===== config.mk =====
export PLATFORM = sky130hd
export DESIGN_NAME = can_encoder
export DESIGN_NICKNAME = d
export VERILOG_FILES = /design/src/rtl/can_encoder.sv
export SDC_FILE = /design/constraint.sdc
export NUM_CORES = 1
export LEC_CHECK = 0
export ABC_AREA = 1
export CORE_ASPECT_RATIO = 0.5
export CORE_MARGIN = 2
export CORE_UTILIZATION = 49
export DETAILED_ROUTE_END_ITERATION = 8
export PLACE_DENSITY = 0.81
export SYNTH_ARGS = -nofsm -noshare
export SYNTH_HDL_FRONTEND = slang
export SYNTH_SLANG_ARGS = --single-unit

===== constraint.sdc =====
create_clock -name clock -period 3.6 [get_ports clock]
set_clock_uncertainty 0.05 [all_clocks]
set_input_delay 0.54 -clock clock [delete_from_list [all_inputs] [get_ports clock]]
set_output_delay 0.54 -clock clock [all_outputs]
set_load 0.005 [all_outputs]

===== src/rtl/can_encoder.sv =====
// can_encoder: CAN transmit serialiser. Latches one standard or extended
// frame on tx_start and shifts it out on tx_bit, one bit per falling edge of
// sample_point. It adds the CRC-15, bit stuffing, the ACK check, EOF and
// intermission.
module can_encoder #(
    parameter int unsigned STUFF_LEN = 5,
    parameter int unsigned IFS_BITS  = 3,
    parameter int unsigned EOF_BITS  = 7
) (
    input  logic        clock,
    input  logic        reset,
    input  logic        sample_point,
    input  logic        rx_bit,
    input  logic        tx_start,
    input  logic [10:0] field_id_a,
    input  logic        field_ide,
    input  logic        field_rtr,
    input  logic [17:0] field_id_b,
    input  logic [3:0]  field_dlc,
    input  logic [63:0] field_data,
    output logic        tx_bit,
    output logic        tx_busy,
    output logic        tx_done,
    output logic        ack_error,
    output logic [14:0] field_crc
);

    // r_state names the field of the bit currently on tx_bit; S_START waits
    // for the first drive tick after an accepted tx_start.
    typedef enum logic [4:0] {
        S_IDLE, S_START, S_SOF, S_ID_A, S_SRR, S_IDE, S_ID_B, S_RTR, S_R1,
        S_R0, S_DLC, S_DATA, S_CRC, S_CRC_DELIM, S_ACK_SLOT, S_ACK_DELIM,
        S_EOF, S_IFS
    } state_t;

    localparam logic [3:0] LP_STUFF    = 4'(STUFF_LEN);
    localparam logic [5:0] LP_EOF_LAST = 6'(EOF_BITS - 1);
    localparam logic [5:0] LP_IFS_LAST = 6'(IFS_BITS - 1);

    state_t      r_state;
    state_t      w_nxt_state;
    logic [5:0]  r_cnt;
    logic [5:0]  w_nxt_cnt;
    logic        w_done;

    logic        r_sp_q;
    logic        r_tx_bit;
    logic        r_done;
    logic        r_ack_err;
    logic [14:0] r_crc;
    logic [3:0]  r_run;

    logic [10:0] r_id_a;
    logic        r_ide;
    logic        r_rtr;
    logic [17:0] r_id_b;
    logic [3:0]  r_dlc;
    logic [63:0] r_data;

    logic        w_drive_tick;
    logic        w_sample_tick;
    logic [6:0]  w_len_bits;
    logic [5:0]  w_data_last;
    logic        w_in_stuff;
    logic        w_stuff;
    logic        w_field_bit;
    logic        w_crc_fb;
    logic [14:0] w_crc_next;

    assign w_drive_tick  = r_sp_q & ~sample_point;
    assign w_sample_tick = ~r_sp_q & sample_point;

    // Data field length in bits: 8*min(dlc,8), none for a remote frame.
    assign w_len_bits  = r_rtr ? 7'd0 :
                         (r_dlc[3] ? 7'd64 : {1'b0, r_dlc[2:0], 3'b000});
    assign w_data_last = w_len_bits[5:0] - 6'd1;

    // The run counter includes the bit just sent (r_tx_bit) and stuff bits.
    assign w_in_stuff = (r_state >= S_SOF) && (r_state <= S_CRC);
    assign w_stuff    = w_in_stuff && (r_run == LP_STUFF);

    assign w_crc_fb   = w_field_bit ^ r_crc[14];
    assign w_crc_next = {r_crc[13:0], 1'b0} ^ (w_crc_fb ? 15'h4599 : 15'h0000);

    assign tx_bit    = r_tx_bit;
    assign tx_busy   = (r_state != S_IDLE);
    assign tx_done   = r_done;
    assign ack_error = r_ack_err;
    assign field_crc = r_crc;

    // State register.
    always_ff @(posedge clock) begin
        if (reset) begin
            r_state <= S_IDLE;
            r_cnt   <= '0;
        end else begin
            r_state <= w_nxt_state;
            r_cnt   <= w_nxt_cnt;
        end
    end

    // Next field/bit index; a stuff bit holds the current position.
    always_comb begin
        w_nxt_state = r_state;
        w_nxt_cnt   = r_cnt;
        w_done      = 1'b0;
        if (r_state == S_IDLE) begin
            if (tx_start) begin
                w_nxt_state = S_START;
                w_nxt_cnt   = '0;
            end
        end else if (w_drive_tick && !w_stuff) begin
            w_nxt_cnt = r_cnt + 6'd1;
            case (r_state)
                S_START:     begin w_nxt_state = S_SOF;  w_nxt_cnt = '0; end
                S_SOF:       begin w_nxt_state = S_ID_A; w_nxt_cnt = '0; end
                S_ID_A: begin
                    if (r_cnt == 6'd10) begin
                        w_nxt_state = r_ide ? S_SRR : S_RTR;
                        w_nxt_cnt   = '0;
                    end
                end
                S_SRR:       begin w_nxt_state = S_IDE;  w_nxt_cnt = '0; end
                S_IDE: begin
                    w_nxt_state = r_ide ? S_ID_B : S_R0;
                    w_nxt_cnt   = '0;
                end
                S_ID_B: begin
                    if (r_cnt == 6'd17) begin
                        w_nxt_state = S_RTR;
                        w_nxt_cnt   = '0;
                    end
                end
                S_RTR: begin
                    w_nxt_state = r_ide ? S_R1 : S_IDE;
                    w_nxt_cnt   = '0;
                end
                S_R1:        begin w_nxt_state = S_R0;   w_nxt_cnt = '0; end
                S_R0:        begin w_nxt_state = S_DLC;  w_nxt_cnt = '0; end
                S_DLC: begin
                    if (r_cnt == 6'd3) begin
                        w_nxt_state = (w_len_bits == 7'd0) ? S_CRC : S_DATA;
                        w_nxt_cnt   = '0;
                    end
                end
                S_DATA: begin
                    if (r_cnt == w_data_last) begin
                        w_nxt_state = S_CRC;
                        w_nxt_cnt   = '0;
                    end
                end
                S_CRC: begin
                    if (r_cnt == 6'd14) begin
                        w_nxt_state = S_CRC_DELIM;
                        w_nxt_cnt   = '0;
                    end
                end
                S_CRC_DELIM: begin w_nxt_state = S_ACK_SLOT;  w_nxt_cnt = '0; end
                S_ACK_SLOT:  begin w_nxt_state = S_ACK_DELIM; w_nxt_cnt = '0; end
                S_ACK_DELIM: begin w_nxt_state = S_EOF;       w_nxt_cnt = '0; end
                S_EOF: begin
                    if (r_cnt == LP_EOF_LAST) begin
                        w_nxt_state = S_IFS;
                        w_nxt_cnt   = '0;
                    end
                end
                S_IFS: begin
                    if (r_cnt == LP_IFS_LAST) begin
                        w_nxt_state = S_IDLE;
                        w_nxt_cnt   = '0;
                        w_done      = 1'b1;
                    end
                end
                default: begin
                    w_nxt_state = S_IDLE;
                    w_nxt_cnt   = '0;
                end
            endcase
        end
    end

    // Unstuffed value of the bit at the next position.
    always_comb begin
        w_field_bit = 1'b1;
        case (w_nxt_state)
            S_SOF:  w_field_bit = 1'b0;
            S_ID_A: w_field_bit = r_id_a[4'd10 - w_nxt_cnt[3:0]];
            S_SRR:  w_field_bit = 1'b1;
            S_IDE:  w_field_bit = r_ide;
            S_ID_B: w_field_bit = r_id_b[5'd17 - w_nxt_cnt[4:0]];
            S_RTR:  w_field_bit = r_rtr;
            S_R1:   w_field_bit = 1'b0;
            S_R0:   w_field_bit = 1'b0;
            S_DLC:  w_field_bit = r_dlc[2'd3 - w_nxt_cnt[1:0]];
            S_DATA: w_field_bit = r_data[6'd63 - w_nxt_cnt];
            S_CRC:  w_field_bit = r_crc[4'd14 - w_nxt_cnt[3:0]];
            default: w_field_bit = 1'b1;
        endcase
    end

    // Edge detect, frame latch, serial output, CRC, stuff run and pulses.
    always_ff @(posedge clock) begin
        if (reset) begin
            r_sp_q    <= 1'b0;
            r_tx_bit  <= 1'b1;
            r_done    <= 1'b0;
            r_ack_err <= 1'b0;
            r_crc     <= '0;
            r_run     <= '0;
            r_id_a    <= '0;
            r_ide     <= 1'b0;
            r_rtr     <= 1'b0;
            r_id_b    <= '0;
            r_dlc     <= '0;
            r_data    <= '0;
        end else begin
            r_sp_q    <= sample_point;
            r_done    <= w_done;
            r_ack_err <= w_sample_tick && (r_state == S_ACK_SLOT) && rx_bit;
            if (r_state == S_IDLE && tx_start) begin
                r_id_a <= field_id_a;
                r_ide  <= field_ide;
                r_rtr  <= field_rtr;
                r_id_b <= field_id_b;
                r_dlc  <= field_dlc;
                r_data <= field_data;
                r_crc  <= '0;
                r_run  <= '0;
            end else if (w_drive_tick && r_state != S_IDLE) begin
                if (w_stuff) begin
                    r_tx_bit <= ~r_tx_bit;
                    r_run    <= 4'd1;
                end else begin
                    r_tx_bit <= w_field_bit;
                    r_run    <= (w_field_bit == r_tx_bit) ? r_run + 4'd1 : 4'd1;
                    if (w_nxt_state >= S_SOF && w_nxt_state <= S_DATA)
                        r_crc <= w_crc_next;
                end
            end
        end
    end

endmodule


==> results.json <==
{
  "seq_area_frac_synth_pct": 35.6,
  "route.final.wire_length_um": 24300,
  "area_growth_pct": 37.2,
  "power_uw": 4710,
  "ctsHoldBuffers": 0,
  "clock-root-buffer": "clkbuf_16",
  "max-vdd-ir-drop_mv": 0.357,
  "min_period_ps": 3490,
  "drc": 0,
  "cp.buffers_inverters": 5,
  "drv_cap": 0,
  "cp.required_ps": 3920,
  "p_sw_share_pct": 33.8,
  "finalCritPeriodShare_pct": 96.8,
  "htreeDepth": 4,
  "final_nets": 1419,
  "max_stage_delay_ps": 330,
  "reg2reg_to": "field_crc[3]",
  "synth_top_area_share_pct": 35.6,
  "finalSetupViolations": 0,
  "hold_path_class": "reg -> reg",
  "crit_family": "simple AND/OR/NAND/NOR gates",
  "layout_common_cells": "nor2_1 (260), nand2_1 (164), nand3_1 (160)",
  "postRouteAntennaNets": 0,
  "clkTransAtPathRegs_ps": 60,
  "tns_ps": 0,
  "design_area_um2": 10300,
  "place_area_um2": 9040,
  "cts_max_path_buffers": 2,
  "p_sw_uw": 1590,
  "initial_core_util_pct": 51.0,
  "hold_depth": 2,
  "gp_congestion": 0.914,
  "syn_area_per_cell_um2": 6.40,
  "p_leak_uw": 0.00434,
  "arrival_ps": 3810,
  "p_int_uw": 3120,
  "hold_violations": 0,
  "vias_per_cell": 5.64,
  "synth_area_um2": 7470,
  "cp-end-kind": "register",
  "synth_cell_types": 40,
  "reg2reg_slack_ps": 110,
  "overflow": 0,
  "fmax_mhz": 287,
  "synth_cells": 1167,
  "rsz0062_at_grt": "yes",
  "port_buffers": 122,
  "clk_latency_ps": 430,
  "cts_sinks": 133,
  "yosysWarnings": 0,
  "wl_per_cell_um": 16.1,
  "diodes": 0,
  "grt_pass1_vias": 7566,
  "io_pins": 123,
  "p_clk_share_pct": 37.1,
  "drive_gt1_share_pct": 16.9,
  "start_kind": "register",
  "die_area_um2": 16300,
  "r2r_start": "r_dlc[3]",
  "worstMarginPinSlew_ps": 1000,
  "layout_commonest_cell": "nor2_1",
  "synth_top_area_cell": "dfxtp_1",
  "first_pass_iters": 8,
  "power_density_nw_per_um2": 459,
  "cp_common_cell": "nand3_2",
  "syn_nets": 1283,
  "min_from": "r_data[23]",
  "path_class": "reg -> reg",
  "die_x_um": 179,
  "grt_usage_pct": 28.0,
  "cts_tree": "built",
  "critical-path-slowest-cell": "dfxtp_2",
  "maxSlewViolCount": 0,
  "critPathMaxFanout": 6,
  "drt_iter0_drc": 852,
  "comb_power_share_pct": 27.5,
  "std_cell_rows": 31,
  "synth_seq_cells": 133,
  "grt_pass1_wl_um": 36900,
  "post-route-util_pct": 69.9,
  "synth_area_leaders": "dfxtp_1 (36%), nor2_1 (13%), nand3_1 (12%), nand2_1 (9.3%), o21ai_0 (7.8%)",
  "die_height_um": 91.3,
  "status": "finished clean",
  "critical_path_cell_count": 27,
  "core-area_um2": 14700,
  "via_count": 8542,
  "slew_headroom_pct": 33.3,
  "numCtsBuffers": 17,
  "min_to": "r_data[23]",
  "seqPwrFrac_pct": 35.4,
  "grt_max_degree": 110,
  "dp_hpwl_um": 15700,
  "grt_antenna_before_repair": 0,
  "r2r_cells": 27
}
-- synth_stat cells --
| master | instances |
|---|---|
| a21oi_2 | 3 |
| nor4_1 | 1 |
| o221ai_1 | 1 |
| xor2_1 | 5 |
| xor2_2 | 1 |
| inv_1 | 72 |
| nand3_2 | 6 |
| nor2_4 | 4 |
| nand2_2 | 5 |
| nor2_2 | 8 |
| a21o_1 | 1 |
| nand3_1 | 183 |
| o21ai_2 | 1 |
| buf_4 | 13 |
| dfxtp_1 | 133 |
| nand4_1 | 8 |
| buf_2 | 12 |
| nor3b_1 | 1 |
| o211ai_1 | 3 |
| nand2_1 | 186 |
| ha_1 | 12 |
| o21ai_0 | 116 |
| nand2_4 | 6 |
| clkbuf_1 | 39 |
| nor2_1 | 268 |
| a21oi_1 | 32 |
| a31oi_1 | 1 |
| nor3_1 | 7 |
| clkinv_1 | 1 |
| a21boi_1 | 1 |
| o21bai_1 | 1 |
| inv_2 | 14 |
| a211oi_1 | 1 |
| o2111ai_1 | 1 |
| nand2b_1 | 1 |
| a21oi_4 | 1 |
| a21boi_0 | 1 |
| o211ai_2 | 2 |
| nand3b_1 | 5 |
| o21ai_1 | 10 |
-- worst max path at each step --
stage	startpoint	end	slack, ps
3_5_place_dp	tx_start	field_crc[8]	-100
2_1_floorplan	r_rtr	field_crc[10]	20
6_report	r_dlc[3]	field_crc[3]	110
5_1_grt	r_dlc[3]	field_crc[0]	-100
3_3_place_gp	tx_start	field_crc[8]	-20
4_1_cts	r_dlc[3]	field_crc[8]	10
-- stage by stage --
| stage | hold slack (ps) | setup slack, ps | std cells |
|---|---|---|---|
| 5_1_grt | 430 | -101 | 1514 |
| 6_report | 403 | 115 | 1514 |
| 4_1_cts | 406 | 14.0 | 1500 |
| 2_1_floorplan | 375 | 23.9 | 1167 |
| 3_3_place_gp | 390 | -17.1 | 1467 |
| 3_5_place_dp | 398 | -96.0 | 1467 |
-- cell families (layout without fill, tap and decap cells) --
group / Yosys count / after routing / share of synthesized area, %
and+or+nand+nor: 689 / 689 / 40.4
adders and majority gates: 12 / 12 / 2.01
xor gates and xnor gates: 6 / 6 / 0.804
DFF: 133 / 133 / 35.6
AOI/OAI and AO/OA: 176 / 176 / 12.7
buffers and inverters: 151 / 300 / 8.44
-- sequential cells by signal, summed over array words and instances (netlist names) --
signal,cells
r_id_b,18
r_ide,1
r_sp_q,1
r_id_a,11
tx_bit,1
r_state,5
tx_done,1
ack_error,1
r_cnt,6
r_run,4
r_rtr,1
r_dlc,4
r_data,64
field_crc,15
-- tightest hold or removal path: cells and delay by family (launching register included) --
| kind | cells | cell delay [ps] |
|---|---|---|
| AO/OA/AOI/OAI | 1 | 50 |
| flip-flops | 1 | 300 |
| buffers and inverters | 1 | 60 |
-- layout make-up --
cell class                      count  area [um2]
Tap cell                          198         248
Fill cell                        1170        4410
Clock inverter                     15         163
Clock buffer                       17         425
Timing Repair Buffer              181        1810
Inverter                           87         343
Multi-Input combinational cell    883        4590
Sequential cell                   133        2680
-- metal layers --
metal	share of wire [%]	global-route usage [%]	up-vias
li1	-	-	4079
met1	43	39.0	3938
met2	46	44.9	458
met3	8.0	3.98	67
met4	2.6	8.67	0
met5	0	0	-
-- power by group through the flow --
| stage | Clock (uW) | Sequential (uW) | Combinational, uW |
|---|---|---|---|
| floorplan | 0 | 1670 | 681 |
| global placement | 0 | 1680 | 1040 |
| detailed placement | 0 | 1690 | 1060 |
| CTS | 1760 | 1660 | 1100 |
| global route | 1820 | 1680 | 1400 |
| finish | 1740 | 1670 | 1300 |
-- what timing repair did --
item	in CTS	in global routing
pin swaps	3	34
gates cloned	1	1
gates resized for setup	7	107
endpoints found under the setup margin	7	12
buffers inserted	0	13
(Power assumes the default switching activity.)
